[config.mk]
export PLATFORM = sky130hd
export DESIGN_NAME = ps2_keyboard_decoder
export DESIGN_NICKNAME = d
export VERILOG_FILES = /design/src/rtl/ps2_pkg.sv /design/src/rtl/ps2_clk_filter.sv /design/src/rtl/ps2_keyboard_decoder.sv
export SDC_FILE = /design/constraint.sdc
export NUM_CORES = 1
export LEC_CHECK = 0
export BUFFER_PORTS_ARGS = -buffer_cell sky130_fd_sc_hd__buf_2
export CAP_MARGIN = 25
export CORE_ASPECT_RATIO = 2
export CORE_MARGIN = 4
export CORE_UTILIZATION = 53
export DETAILED_ROUTE_END_ITERATION = 8
export PLACE_DENSITY = 0.75
export SLEW_MARGIN = 20
export SYNTH_ARGS = -nofsm -noshare
export SYNTH_HDL_FRONTEND = slang
export SYNTH_SLANG_ARGS = --single-unit
[constraint.sdc]
create_clock -name clk -period 2 [get_ports clk]
set_input_delay 0.4 -clock clk [delete_from_list [all_inputs] [get_ports clk]]
set_output_delay 0.4 -clock clk [all_outputs]
set_load 0.02 [all_outputs]
[src/rtl/ps2_pkg.sv]
// Shared constants and types for the PS/2 keyboard receiver and scancode decoder.
package ps2_pkg;

    localparam logic [7:0] PS2_BREAK  = 8'hF0;
    localparam logic [7:0] PS2_EXT    = 8'hE0;
    localparam logic [7:0] PS2_ERR0   = 8'h00;
    localparam logic [7:0] PS2_BAT_OK = 8'hAA;
    localparam logic [7:0] PS2_ECHO   = 8'hEE;
    localparam logic [7:0] PS2_ACK    = 8'hFA;
    localparam logic [7:0] PS2_RESEND = 8'hFE;
    localparam logic [7:0] PS2_ERR1   = 8'hFF;

    typedef enum logic [1:0] {
        StIdle,
        StData,
        StParity,
        StStop
    } frame_state_e;

    // Keyboard status/protocol bytes that never represent a key.
    function automatic logic is_ignored(input logic [7:0] b);
        return (b == PS2_ERR0) || (b == PS2_BAT_OK) || (b == PS2_ECHO) ||
               (b == PS2_ACK)  || (b == PS2_RESEND) || (b == PS2_ERR1);
    endfunction

endpackage

[src/rtl/ps2_clk_filter.sv]
// Synchronises ps2_clk/ps2_data, debounces the clock and emits a one-cycle
// strobe on each filtered falling edge.
module ps2_clk_filter #(
    parameter int unsigned FILTER_LEN = 8
) (
    input  logic clk,
    input  logic rst,
    input  logic ps2_clk,
    input  logic ps2_data,
    output logic fall,
    output logic data
);

    localparam int unsigned CntW = $clog2(FILTER_LEN) + 1;

    logic [1:0]      clk_sync_q;
    logic [1:0]      data_sync_q;
    logic            filt_q;
    logic [CntW-1:0] cnt_q;

    always_ff @(posedge clk) begin
        if (rst) begin
            clk_sync_q  <= 2'b11;
            data_sync_q <= 2'b11;
            filt_q      <= 1'b1;
            cnt_q       <= '0;
            fall        <= 1'b0;
        end else begin
            clk_sync_q  <= {clk_sync_q[0], ps2_clk};
            data_sync_q <= {data_sync_q[0], ps2_data};
            fall        <= 1'b0;
            // cnt_q counts consecutive samples that disagree with the filtered level.
            if (clk_sync_q[1] == filt_q) begin
                cnt_q <= '0;
            end else if (cnt_q == CntW'(FILTER_LEN - 1)) begin
                filt_q <= clk_sync_q[1];
                cnt_q  <= '0;
                fall   <= filt_q;
            end else begin
                cnt_q <= cnt_q + 1'b1;
            end
        end
    end

    assign data = data_sync_q[1];

endmodule

[src/rtl/ps2_keyboard_decoder.sv]
// PS/2 keyboard receiver: 11-bit frame FSM with timeout, followed by
// make/break/extended decode into a held scancode/keypressed level.
module ps2_keyboard_decoder
    import ps2_pkg::*;
#(
    parameter int unsigned FILTER_LEN     = 8,
    parameter int unsigned TIMEOUT_CYCLES = 200000
) (
    input  logic       clk,
    input  logic       rst,
    input  logic       ps2_clk,
    input  logic       ps2_data,
    output logic [7:0] scancode,
    output logic       keypressed,
    output logic       extended,
    output logic [7:0] rx_data,
    output logic       rx_valid,
    output logic       rx_err
);

    localparam int unsigned TmoW = $clog2(TIMEOUT_CYCLES + 1);

    logic fall;
    logic sdata;

    frame_state_e    state;
    logic [2:0]      bit_cnt;
    logic [7:0]      shift;
    logic            parity;
    logic [TmoW-1:0] tmo_cnt;
    logic            brk_pending;
    logic            ext_pending;

    ps2_clk_filter #(
        .FILTER_LEN(FILTER_LEN)
    ) u_filter (
        .clk     (clk),
        .rst     (rst),
        .ps2_clk (ps2_clk),
        .ps2_data(ps2_data),
        .fall    (fall),
        .data    (sdata)
    );

    always_ff @(posedge clk) begin
        if (rst) begin
            state       <= StIdle;
            bit_cnt     <= '0;
            shift       <= '0;
            parity      <= 1'b0;
            tmo_cnt     <= '0;
            brk_pending <= 1'b0;
            ext_pending <= 1'b0;
            scancode    <= '0;
            keypressed  <= 1'b0;
            extended    <= 1'b0;
            rx_data     <= '0;
            rx_valid    <= 1'b0;
            rx_err      <= 1'b0;
        end else begin
            rx_valid <= 1'b0;
            rx_err   <= 1'b0;
            if (fall) begin
                tmo_cnt <= '0;
                unique case (state)
                    StIdle: begin
                        if (!sdata) begin
                            state   <= StData;
                            bit_cnt <= '0;
                        end
                    end
                    StData: begin
                        shift   <= {sdata, shift[7:1]};
                        bit_cnt <= bit_cnt + 1'b1;
                        if (bit_cnt == 3'd7) state <= StParity;
                    end
                    StParity: begin
                        parity <= sdata;
                        state  <= StStop;
                    end
                    StStop: begin
                        state <= StIdle;
                        if (sdata && (^{shift, parity})) begin
                            rx_valid <= 1'b1;
                            rx_data  <= shift;
                            if (shift == PS2_EXT) begin
                                ext_pending <= 1'b1;
                            end else if (shift == PS2_BREAK) begin
                                brk_pending <= 1'b1;
                            end else begin
                                brk_pending <= 1'b0;
                                ext_pending <= 1'b0;
                                if (!is_ignored(shift)) begin
                                    if (brk_pending) begin
                                        // Only release the key currently reported as held.
                                        if (keypressed && shift == scancode &&
                                            ext_pending == extended) begin
                                            keypressed <= 1'b0;
                                        end
                                    end else begin
                                        scancode   <= shift;
                                        extended   <= ext_pending;
                                        keypressed <= 1'b1;
                                    end
                                end
                            end
                        end else begin
                            rx_err <= 1'b1;
                        end
                    end
                    default: state <= StIdle;
                endcase
            end else if (state != StIdle) begin
                if (tmo_cnt == TmoW'(TIMEOUT_CYCLES - 1)) begin
                    state   <= StIdle;
                    tmo_cnt <= '0;
                    rx_err  <= 1'b1;
                end else begin
                    tmo_cnt <= tmo_cnt + 1'b1;
                end
            end else begin
                tmo_cnt <= '0;
            end
        end
    end

endmodule

==> out/metrics.csv, run 1 <==
stage,metric,value,unit
outcome,status,"complete, no violations",
setup_path,startpoint types,flop,
logic_synthesis,synth unique cells,44,
cells_and_area,Syn-to-layout area delta,16.22,%
global_routing,GRT Resource Usage Total,19.39,%
power_and_ir_drop,Pwr Density,689.0,mW/mm^2
power_and_ir_drop,clock share of power,45.0,%
logic_synthesis,"EDFF count, synth",0,
die,Die Span Y,114.0,um
routing,Detail Route Antenna Nets,0,
clock_network,CTS tree,yes,
sta,clock skew,0.009065,ns
logic_synthesis,Synth Register Bits,64,
logic_synthesis,largest family of logic cells by synthesized area,simple AND/OR/NAND/NOR gates,
global_routing,grt ovf,0,
power_and_ir_drop,combinational power share,1.3,%
routing,# DRC,0,
routing,Iter 0 DRT Violations,82,
logic_synthesis,Gate Count Post-Synth,321,
placement,Post-DP HPWL,4186,um
logic_synthesis,adder and majority gate portion of the synthesized area,3.361,%
global_routing,vias in the first global route,2300,
clock_network,clk sinks,64,
clock_network,clock-pin slew on the worst setup and hold paths,0.07,ns
power_and_ir_drop,switching portion of total power,20.86,%
sta,final setup fails,0,
setup_path,top cell family by delay on the critical path,multiplexers,
sta,RSZ-0062 raised after global routing,no,
logic_synthesis,Synth top area share,43.03,%
cells_and_area,fin nets,371,
power_and_ir_drop,net switching power,0.4973,mW
sta,final slew viol count,0,
setup_path,Crit Path Class,flop to flop,
sta,worst slew pin tran,0.4649,ns
logic_synthesis,top_reg_cell synth,dfxtp_1,
sta,Fin. Hold Viols,0,
logic_synthesis,post-synthesis sequential area ratio,43.03,%
sta,post-layout minimum cycle time,1.891,ns
setup_path,CP Capture Type,flop,
global_routing,largest net degree at the start of global routing,35,
die,Top Ports,24,
cells_and_area,utilization after layout,63.85,%
die,row count,38,
setup_path,CP Buf/Inv Count,1,
die,initial core utilization,54.94,%
placement,number of I/O port buffers,23,
power_and_ir_drop,Reg power frac,53.7,%
logic_synthesis,post-synthesis mux area share,7.143,%
power_and_ir_drop,Internal,1.887,mW
clock_network,H-tree depth,3,
routing,Routed WL,6086,um
power_and_ir_drop,leakage power,1.421,nW
setup_path,worst path arrival time,2.12,ns
logic_synthesis,Post-Synth XOR/XNOR Area,11.26,%
logic_synthesis,mean post-synth cell area,9.277,um^2
sta,Relative slew margins,69.01,%
placement,gpl congestion,0.8010,
routing,Vias,2325,
die,core area,0.005420,mm^2
logic_synthesis,Yosys Warn Count,0,
logic_synthesis,Compound-Gate Fraction of Synth Area,5.798,%
sta,fmax,528.8,MHz
setup_path,Critical Path Slowest Stage Cell,xnor3_2,
sta,final period utilization,94.55,%
sta,setup TNS,0,ns
setup_path,CP max stage delay,0.43,ns
setup_path,CP Cell Sequence,xnor2_2 -> xnor3_2 -> mux2i_4 -> buf_4 -> mux2i_1 -> nor2_1,
logic_synthesis,Post-Syn Area,0.002978,mm^2
cells_and_area,# diodes,0,
clock_network,clock root cell,clkbuf_8,
global_routing,first-pass GRT wire length,10130,um
cells_and_area,layout cell share with drive strength beyond 1,20.66,%
job,max cap viols,0,
clock_network,worst skew pair latency,0.34,ns
logic_synthesis,top cell type by total area after synthesis,dfxtp_1,
setup_path,"Max FO, Critical Path",7,
die,die span in x,61,um
logic_synthesis,simple-gate share of the synthesized area,25.08,%
logic_synthesis,Area contributors post-synth,"dfxtp_1, mux2i_1, xnor2_1",
setup_path,CP Data Required Time,2.23,ns
global_routing,initial antenna violation count,0,
die,full die area,0.006954,mm^2
logic_synthesis,ys async rst share,0,%
clock_network,CTS Buffer Depth,2,
logic_synthesis,Synth Net Count,333,
routing,drt pass-1 iters,4,
power_and_ir_drop,Peak VDD IR,0.0006866,V
routing,DR WL/cell,14.39,um
min_path,HP Class,input port to flop,
clock_network,CTS Buf Count,9,
routing,Via density,5.496,
## power by group through the flow
| stage | clock (mW) | combinational [mW] | sequential (mW) |
|---|---|---|---|
| 2_1_floorplan | 0 | 0.0230 | 1.31 |
| 3_3_place_gp | 0 | 0.0314 | 1.31 |
| 3_5_place_dp | 0 | 0.0321 | 1.31 |
| 4_1_cts | 1.09 | 0.0320 | 1.28 |
| 5_1_grt | 1.16 | 0.0354 | 1.28 |
| 6_report | 1.07 | 0.0314 | 1.28 |
## path summary, 6_finish.rpt
| check | from | endpoint | slack (ns) | cells past startpoint |
|---|---|---|---|---|
| max | shift[3] | rx_data[4] | 0.11 | 6 |
| min | ps2_clk | u_filter.clk_sync_q[0] | 0.24 | 2 |
| max reg2reg | shift[3] | rx_data[4] | 0.11 | 6 |
| min reg2reg | u_filter.clk_sync_q[0] | u_filter.clk_sync_q[1] | 0.40 | 1 |
## flip-flops by register name, indices dropped and copies added (netlist names), 2 cells and up
register	flops
scancode	8
rx_data	8
u_filter.cnt_q	4
u_filter.clk_sync_q	2
state	2
tmo_cnt	18
u_filter.data_sync_q	2
shift	8
bit_cnt	3
## layout make-up
cell class                 instances  area (um^2)
timing repair buffer              47        302.8
sequential                        64         1285
fill                             457         1959
tap                               60        75.07
multi-input combinational        232         1593
inverter                           5        18.77
clock buffer                      11        141.4
clock inverter                     4        45.04
## synthesized netlist by cell type, types with 3 or more instances
cell      instances
a21oi_1          14
and3_1            8
buf_2             7
buf_6             3
clkbuf_1          9
dfxtp_1          64
ha_1              8
inv_1             5
mux2i_1          19
nand2_1          20
nand2b_1         21
nand3_1          20
nand4_1           4
nor2_1           40
nor3_1            3
o21ai_0           6
or2_2             4
or4_1             3
xnor2_1          18
xor2_1           13
## metrics by stage
stage	instance area (um^2)	power, mW	worst slack (ns)	instances	hold slack, ns
after floorplan	2978	1.332	0.1478	321	0.3895
after global placement	3186	1.342	0.1098	401	0.3955
after detailed placement	3186	1.342	0.02298	401	0.3939
after CTS	3376	2.408	0.01025	416	0.2323
after global routing	3461	2.472	0.01992	423	0.2381
final	3461	2.384	0.1089	423	0.2440
## cell usage in the layout, fill, tap and decap left out, types with 3 or more instances in the layout
master    count
dfxtp_1      63
nor2_1       40
buf_2        23
buf_4        22
nand2b_1     21
nand2_1      20
nand3_1      20
mux2i_1      18
xnor2_1      16
a21oi_1      14
xor2_1       13
clkbuf_8     10
and3_1        8
ha_1          8
o21ai_0       6
inv_1         5
nand4_1       4
or2_2         4
or4_1         3
nor3_1        3
clkinv_2      3
## per-layer routing
metal	vias to the layer above	track usage [%]	wire, um
met5	-	0	0
met4	0	9.117	147
met3	15	5.549	194
met2	43	35.17	3482
met1	1107	19.06	2262
li1	1160	-	-
## worst register-to-register path, delay by kind of cell, from the launching register on
kind / cells / cell delay [ns]
DFF: 1 / 0.37
buffers and inverters: 1 / 0.21
xor gates and xnor gates: 2 / 0.55
and+or+nand+nor: 1 / 0.05
muxes: 2 / 0.59
## cells by family (layout without fill, tap and decap cells)
logic type               after synthesis  after routing
AO/OA/AOI/OAI                         29             29
XOR/XNOR                              34             34
adder cells (fa/ha/maj)                8              8
buffers and inverters                 25             67
flip-flops                            64             64
multiplexers                          20             20
AND/OR/NAND/NOR                      141            141
## timing repair
item,4_1_cts,5_1_grt
gates resized for setup,1,10
gates cloned,0,2
setup endpoints to repair,5,18
pin swaps,0,1
hold endpoints to repair,0,0
hold buffers,0,0
buffers inserted,0,5
Power figures use the tool's default switching activity.
==> inputs of run 2 (changes only) <==
--- a/config.mk
+++ b/config.mk
@@ -15,4 +15,5 @@
 export SLEW_MARGIN = 20
 export SYNTH_ARGS = -nofsm -noshare
 export SYNTH_HDL_FRONTEND = slang
+export SYNTH_HIERARCHICAL = 1
 export SYNTH_SLANG_ARGS = --single-unit
==> constraint.sdc (replaced) <==
create_clock -name clk -period 2 [get_ports clk]
set_input_delay 0.4 -clock clk [delete_from_list [all_inputs] [get_ports clk]]
set_output_delay 0.4 -clock clk [all_outputs]
set_load 0.01 [all_outputs]
==> run 2 against run 1 <==
Die area decreased by 0.11%. Register-to-register slack hardly changed. Flip-flop and latch count did not move. Worst hold slack worse by 0.0048 ns. Critical path type unchanged. Core utilization decreased by 1.6 points.
==> out/metrics.csv, run 2 <==
stage,metric,value,unit,change
die,row count,38,,unchanged
setup_path,startpoint types,flop,,
logic_synthesis,Synth top area share,43.08,%,+0.054 points
setup_path,R2R setup slack,0.11,ns,about the same
setup_path,Crit Path Class,flop to flop,,
routing,Vias,2294,,-1.3%
cells_and_area,Reg with most FFs,tmo_cnt,,
sta,final slew viol count,0,,unchanged
cells_and_area,post-route insts no fill,416,,-1.7%
logic_synthesis,post-synthesis sequential area ratio,43.08,%,+0.054 points
cells_and_area,most frequent cells in the layout,"dfxtp_1, nor2_1, buf_2, nand2_1, nand2b_1",,
cells_and_area,register area,0.001281,mm^2,-0.29%
logic_synthesis,"EDFF count, synth",0,,unchanged
job,max cap viols,0,,unchanged
logic_synthesis,Synth Net Count,332,,-0.30%
die,full die area,0.006947,mm^2,-0.11%
power_and_ir_drop,switching portion of total power,20.97,%,+0.11 points
logic_synthesis,Commonest cells post-synth,"dfxtp_1, nor2_1, nand2_1",,
sta,fmax,528.0,MHz,-0.16%
placement,gpl congestion,0.7677,,-4.2%
sta,post-layout minimum cycle time,1.894,ns,+0.002938 ns
cells_and_area,utilization after layout,62.26,%,-1.6 points
routing,DR WL/cell,14.37,um,-0.14%
routing,Routed WL,5977,um,-1.8%
sta,setup ws final,0.1060,ns,-0.002938 ns
sta,final period utilization,94.70,%,+0.15 points
cells_and_area,final non-filler cell area,0.003374,mm^2,-2.5%
logic_synthesis,"count leader, synth",dfxtp_1,,
placement,number of I/O port buffers,23,,unchanged
min_path,hold path endpoint,u_filter/data_sync_q[0],,
outcome,status,"complete, no violations",,
logic_synthesis,Post-Syn Area,0.002974,mm^2,-0.13%
power_and_ir_drop,Internal,1.836,mW,-2.7%
min_path,HP Class,input port to flop,,
clock_network,clk sinks,64,,unchanged
sta,Relative slew margins,68.46,%,-0.54 points
global_routing,vias in the first global route,2304,,+0.17%
power_and_ir_drop,Pwr Density,688.5,mW/mm^2,about the same
power_and_ir_drop,Peak VDD IR,0.0006142,V,-11%
cells_and_area,# diodes,0,,unchanged
global_routing,largest net degree at the start of global routing,53,,+51%
clock_network,CTS tree,yes,,
logic_synthesis,Yosys Warn Count,6,,+6
power_and_ir_drop,net switching power,0.4871,mW,-2.0%
placement,Post-Place Cells,400,,-0.25%
setup_path,Worst R2R End,scancode[6],,
cells_and_area,layout cell share with drive strength beyond 1,18.82,%,-1.8 points
placement,pre-CTS WS,0.09365,ns,+0.07068 ns
logic_synthesis,Gate Count Post-Synth,320,,-0.31%
sta,setup TNS,0,ns,unchanged
die,die span in x,60.97,um,about the same
setup_path,worst path arrival time,2.17,ns,+0.05 ns
clock_network,H-tree depth,3,,unchanged
sta,Final Hold Slack,0.2391,ns,-0.004828 ns
logic_synthesis,synth unique cells,50,,+14%
logic_synthesis,Synth Register Bits,64,,unchanged
setup_path,R2R cell count,6,,unchanged
clock_network,clock-pin slew on the worst setup and hold paths,0.07,ns,about the same
power_and_ir_drop,Reg power frac,55.2,%,+1.5 points
sta,clock skew,0.007037,ns,-0.002028 ns
setup_path,CP Capture Type,flop,,
power_and_ir_drop,"Power, Total",2.323,mW,-2.6%
power_and_ir_drop,leakage power,1.344,nW,-5.4%
global_routing,grt ovf,0,,unchanged
cells_and_area,fin nets,363,,-2.2%
logic_synthesis,mean post-synth cell area,9.294,um^2,+0.19%
global_routing,GRT Resource Usage Total,19.64,%,+0.26 points
power_and_ir_drop,clock share of power,43.5,%,-1.5 points
setup_path,CP Data Required Time,2.27,ns,+0.04 ns
logic_synthesis,ys async rst share,0,%,unchanged
cells_and_area,"commonest non-fill, non-tap cell in the layout",dfxtp_1,,
clock_network,clock root cell,clkbuf_8,,
min_path,Hold Path Origin,ps2_data,,
die,Top Ports,24,,unchanged
logic_synthesis,top_reg_cell synth,dfxtp_1,,
cells_and_area,FILL cells,483,,+5.7%
clock_network,worst skew pair latency,0.34,ns,about the same
die,core area,0.005420,mm^2,unchanged
routing,Iter 0 DRT Violations,50,,-39%
die,initial core utilization,54.87,%,-0.069 points
clock_network,quantity of hold-fixing buffers added after cts,0,,unchanged
routing,Detail Route Antenna Nets,0,,unchanged
cells_and_area,max reg flops,18,,unchanged
die,Die Span Y,113.9,um,about the same
routing,drt pass-1 iters,4,,unchanged
logic_synthesis,top cell type by total area after synthesis,dfxtp_1,,
setup_path,"Max FO, Critical Path",9,,+2
sta,final setup fails,0,,unchanged
cells_and_area,Syn-to-layout area delta,13.46,%,
min_path,Hold Crit Depth,2,,unchanged
placement,Post-DP HPWL,4364,um,+4.3%
routing,# DRC,0,,unchanged
global_routing,first-pass GRT wire length,10170,um,+0.40%
placement,cell area after placement,0.003183,mm^2,about the same
cells_and_area,multi-input logic area,0.001550,mm^2,-2.7%
sta,Fin. Hold Viols,0,,unchanged
routing,Via density,5.514,,+0.33%
clock_network,CTS Buffer Depth,2,,unchanged
sta,RSZ-0062 raised after global routing,no,,
global_routing,initial antenna violation count,0,,unchanged
clock_network,CTS Buf Count,9,,unchanged
setup_path,worst r2r src,shift[4],,
power_and_ir_drop,combinational power share,1.3,%,about the same
sta,worst slew pin tran,0.4730,ns,+0.008162 ns
logic_synthesis,Area contributors post-synth,"dfxtp_1, mux2i_1, xor2_1",,
run 2: cell count changes in the layout (fill, tap and decap cells not counted), moves of 3 or more:
cell,previous run,this run
buf_4,22,16
xor2_1,13,18
and3_1,8,3
nor4_1,2,5
nand3_1,20,17
o21ai_0,6,3
run 2: logic make-up after synthesis:
group,synth area share [%]
buf+inv,4.796
xor+xnor,11.02
simple gates,23.98
compound gates,6.942
fa+ha+maj,3.366
flops,43.08
mux,6.815
run 2: worst max path at each step:
stage	from	end	slack [ns]	depth (start not counted)
final	shift[4]	scancode[6]	0.11	6
after global routing	tmo_cnt[0]	state[0]	0.0001	6
after CTS	shift[3]	scancode[6]	0.05	6
after detailed placement	shift[3]	scancode[6]	0.09	6
after global placement	shift[3]	rx_data[5]	0.18	6
after floorplan	shift[3]	extended	0.16	7
run 2: worst max-delay path, stage by stage, from the launching register on:
cell and delay, ns:
dfxtp_1 0.32, xnor2_1 0.18, xnor3_2 0.50, mux2i_4 0.23
nor3_2 0.20, buf_6 0.19, mux2i_1 0.20
run 2: timing repair:
action                     4_1_cts  5_1_grt
setup endpoints to repair        0        4
buffers inserted                 0        0
resized for setup                0        2
run 2: per-layer routing:
metal / share of wire [%] / up-vias / global-route usage (%)
met5: 0 / - / 0
met4: 3.6 / 0 / 10.42
met3: 3.1 / 18 / 6.569
met2: 58 / 35 / 35.45
met1: 36 / 1094 / 18.31
li1: - / 1147 / -
run 2: power by group through the flow:
| stage | Combinational (mW) | Clock [mW] | Sequential (mW) |
|---|---|---|---|
| after floorplan | 0.0214 | 0 | 1.31 |
| after global placement | 0.0294 | 0 | 1.31 |
| after detailed placement | 0.0302 | 0 | 1.31 |
| after CTS | 0.0301 | 1.04 | 1.28 |
| after global routing | 0.0337 | 1.09 | 1.28 |
| final | 0.0300 | 1.01 | 1.28 |
run 2: layout make-up:
cell class	count	share of cell area, %
Tap cell	60	2.225
Clock inverter	3	0.4449
Multi-Input combinational cell	228	45.94
Timing Repair Buffer	41	7.638
Clock buffer	13	5.006
Sequential cell	64	37.97
Inverter	7	0.7786
==> inputs of run 3 (changes only) <==
--- a/config.mk
+++ b/config.mk
@@ -12,6 +12,7 @@
 export CORE_UTILIZATION = 53
 export DETAILED_ROUTE_END_ITERATION = 8
 export PLACE_DENSITY = 0.75
+export SETUP_SLACK_MARGIN = 0.15
 export SLEW_MARGIN = 20
 export SYNTH_ARGS = -nofsm -noshare
 export SYNTH_HDL_FRONTEND = slang
==> run 3 against run 2 <==
Worst hold slack barely moved. First-iteration DRC count rose by 100%. Total power rose by 0.13%. Die area did not move. Setup slack improved by 0.032 ns. Combinational power barely moved. Wire length rose by 1.1%. Register-to-register slack improved by 0.03 ns. Critical path type unchanged. Critical endpoint is now rx_data[2].
==> out/metrics.csv, run 3 (same netlist as run 2, synthesis figures left out) <==
stage,metric,value,unit,change
outcome,status,"complete, no violations",,
setup_path,"Max FO, Critical Path",12,,+3
sta,worst slew pin tran,0.4685,ns,-0.004520 ns
cells_and_area,most frequent cells in the layout,"dfxtp_1, nor2_1, buf_2, nand2_1",,
setup_path,R2R setup slack,0.14,ns,+0.03 ns
power_and_ir_drop,Internal,1.836,mW,about the same
cells_and_area,FILL cells,471,,-2.5%
sta,final slew viol count,0,,unchanged
die,core area,0.005420,mm^2,unchanged
routing,Detail Route Antenna Nets,0,,unchanged
clock_network,H-tree depth,3,,unchanged
sta,post-layout minimum cycle time,1.862,ns,-0.03186 ns
power_and_ir_drop,Peak VDD IR,0.0006149,V,+0.12%
setup_path,startpoint types,flop,,
die,row count,38,,unchanged
routing,met3 routed wirelength,193,um,+3.8%
setup_path,worst r2r src,shift[5],,
routing,Vias,2311,,+0.74%
placement,Post-DP HPWL,4364,um,unchanged
cells_and_area,Syn-to-layout area delta,15.78,%,
setup_path,worst path arrival time,2.08,ns,-0.09 ns
routing,Highest Signal Layer,met4,,
global_routing,grt ovf,0,,unchanged
sta,setup TNS,0,ns,unchanged
clock_network,worst skew pair latency,0.34,ns,about the same
routing,DR WL/cell,14.42,um,+0.35%
clock_network,CTS Buffer Depth,2,,unchanged
routing,drt pass-1 iters,4,,unchanged
setup_path,R2R cell count,6,,unchanged
global_routing,first-pass GRT wire length,10390,um,+2.2%
cells_and_area,Reg with most FFs,tmo_cnt,,
global_routing,initial antenna violation count,0,,unchanged
setup_path,CP Data Required Time,2.22,ns,-0.05 ns
setup_path,Crit Path Class,flop to flop,,
job,max cap viols,0,,unchanged
die,initial core utilization,54.87,%,unchanged
power_and_ir_drop,Reg power frac,55.1,%,about the same
placement,gpl congestion,0.7677,,unchanged
setup_path,CP Cell Sequence,xnor2_2 -> xnor3_2 -> mux2i_4 -> buf_6 -> mux2i_1 -> nor2_1,,
routing,Iter 0 DRT Violations,100,,+100%
routing,Post-Route M1 WL,2158,um,+1.3%
setup_path,CP Capture Type,flop,,
power_and_ir_drop,"Power, Total",2.326,mW,+0.13%
cells_and_area,# diodes,0,,unchanged
cells_and_area,max reg flops,18,,unchanged
cells_and_area,layout cell share with drive strength beyond 1,22.28,%,+3.5 points
sta,RSZ-0062 raised after global routing,yes,,
sta,final setup fails,0,,unchanged
clock_network,clk sinks,64,,unchanged
sta,clock skew,0.007141,ns,+0.0001045 ns
die,die span in x,60.97,um,unchanged
global_routing,largest net degree at the start of global routing,53,,unchanged
die,Die Span Y,113.9,um,unchanged
sta,final period utilization,93.11,%,-1.6 points
cells_and_area,"commonest non-fill, non-tap cell in the layout",dfxtp_1,,
placement,number of I/O port buffers,23,,unchanged
power_and_ir_drop,combinational power share,1.3,%,about the same
global_routing,vias in the first global route,2338,,+1.5%
power_and_ir_drop,switching portion of total power,21.07,%,+0.11 points
clock_network,CTS tree,yes,,
cells_and_area,fin nets,366,,+0.83%
clock_network,CTS Buf Count,9,,unchanged
power_and_ir_drop,clock share of power,43.6,%,about the same
routing,met2 WL,3430,um,-0.41%
setup_path,crit path from,shift[5],,
power_and_ir_drop,Pwr Density,675.6,mW/mm^2,-1.9%
routing,Via density,5.516,,about the same
power_and_ir_drop,leakage power,1.365,nW,+1.6%
routing,# DRC,0,,unchanged
sta,Fin. Hold Viols,0,,unchanged
clock_network,clock-pin slew on the worst setup and hold paths,0.07,ns,about the same
routing,Routed WL,6041,um,+1.1%
setup_path,CP max stage delay,0.48,ns,-0.02 ns
global_routing,GRT Resource Usage Total,20.11,%,+0.46 points
clock_network,quantity of hold-fixing buffers added after cts,0,,unchanged
clock_network,clock root cell,clkbuf_8,,
setup_path,Critical Path Slowest Stage Cell,xnor3_2,,
die,full die area,0.006947,mm^2,unchanged
setup_path,Worst R2R End,rx_data[2],,
sta,Relative slew margins,68.77,%,+0.30 points
setup_path,CP endpoint,rx_data[2],,
min_path,HP Class,input port to flop,,
power_and_ir_drop,net switching power,0.4902,mW,+0.65%
sta,fmax,537.0,MHz,+1.7%
die,Top Ports,24,,unchanged
[run 3: cell types whose count changed in the layout (fill, tap and decap cells not counted), moves of 2 or more]
cell     previous run  this run
dfxtp_2             0         3
xnor2_1            14        12
dfxtp_1            64        61
buf_4              16        19
xnor2_2             0         2
[run 3: worst min path at each step]
stage / start / end / slack [ns] / cells after the start
after floorplan: u_filter/clk_sync_q[0] / u_filter/clk_sync_q[1] / 0.39 / 1
after global placement: u_filter/data_sync_q[0] / u_filter/data_sync_q[1] / 0.39 / 1
after detailed placement: u_filter/data_sync_q[0] / u_filter/data_sync_q[1] / 0.39 / 1
after CTS: ps2_data / u_filter/data_sync_q[0] / 0.22 / 2
after global routing: ps2_clk / u_filter/clk_sync_q[0] / 0.23 / 2
final: ps2_data / u_filter/data_sync_q[0] / 0.24 / 2
[run 3: through the flow]
stage | utilization, % | setup WS (ns) | hold WS (ns) | instances | cell area [um^2]
detailed placement | 58.73 | 0.09365 | 0.3944 | 400 | 3183
CTS | 62.97 | 0.1161 | 0.2219 | 418 | 3413
global placement | 58.73 | 0.1819 | 0.3921 | 400 | 3183
finish | 63.53 | 0.1378 | 0.2394 | 419 | 3443
floorplan | - | 0.1624 | 0.3895 | 320 | 2974
global route | 63.53 | 0.03001 | 0.2314 | 419 | 3443
[run 3: final cells by class]
type	count	area (um^2)	share of cell area, %
tap	60	75.07	2.180
timing repair buffer	44	280.3	8.140
clock buffer	13	168.9	4.906
sequential	64	1285	37.32
inverter	7	26.28	0.7631
clock inverter	3	15.01	0.4360
multi-input combinational	228	1593	46.26
[run 3: timing repair]
action,4_1_cts,5_1_grt
setup endpoints to repair,19,41
setup buffers,1,1
pin swaps,3,1
cloned,1,0
resized for setup,8,7
hold endpoints to repair,0,0
[run 3: per-layer routing]
layer / GRT usage, % / up-vias
li1: - / 1151
met1: 19.01 / 1098
met2: 36.17 / 43
met3: 6.455 / 19
met4: 10.71 / 0
met5: 0 / -
[run 3: power groups by stage]
stage          clock, mW  combinational [mW]  sequential (mW)
2_1_floorplan          0              0.0214             1.31
3_3_place_gp           0              0.0294             1.31
3_5_place_dp           0              0.0302             1.31
4_1_cts             1.04              0.0301             1.28
5_1_grt             1.09              0.0338             1.28
6_report            1.02              0.0298             1.28
[run 3: worst max-delay path, delay by kind of cell, from the launching register on]
family        cells  cell delay [ns]
mux               2             0.51
simple gates      1             0.05
flops             1             0.33
buf+inv           1             0.22
xor+xnor          2             0.63
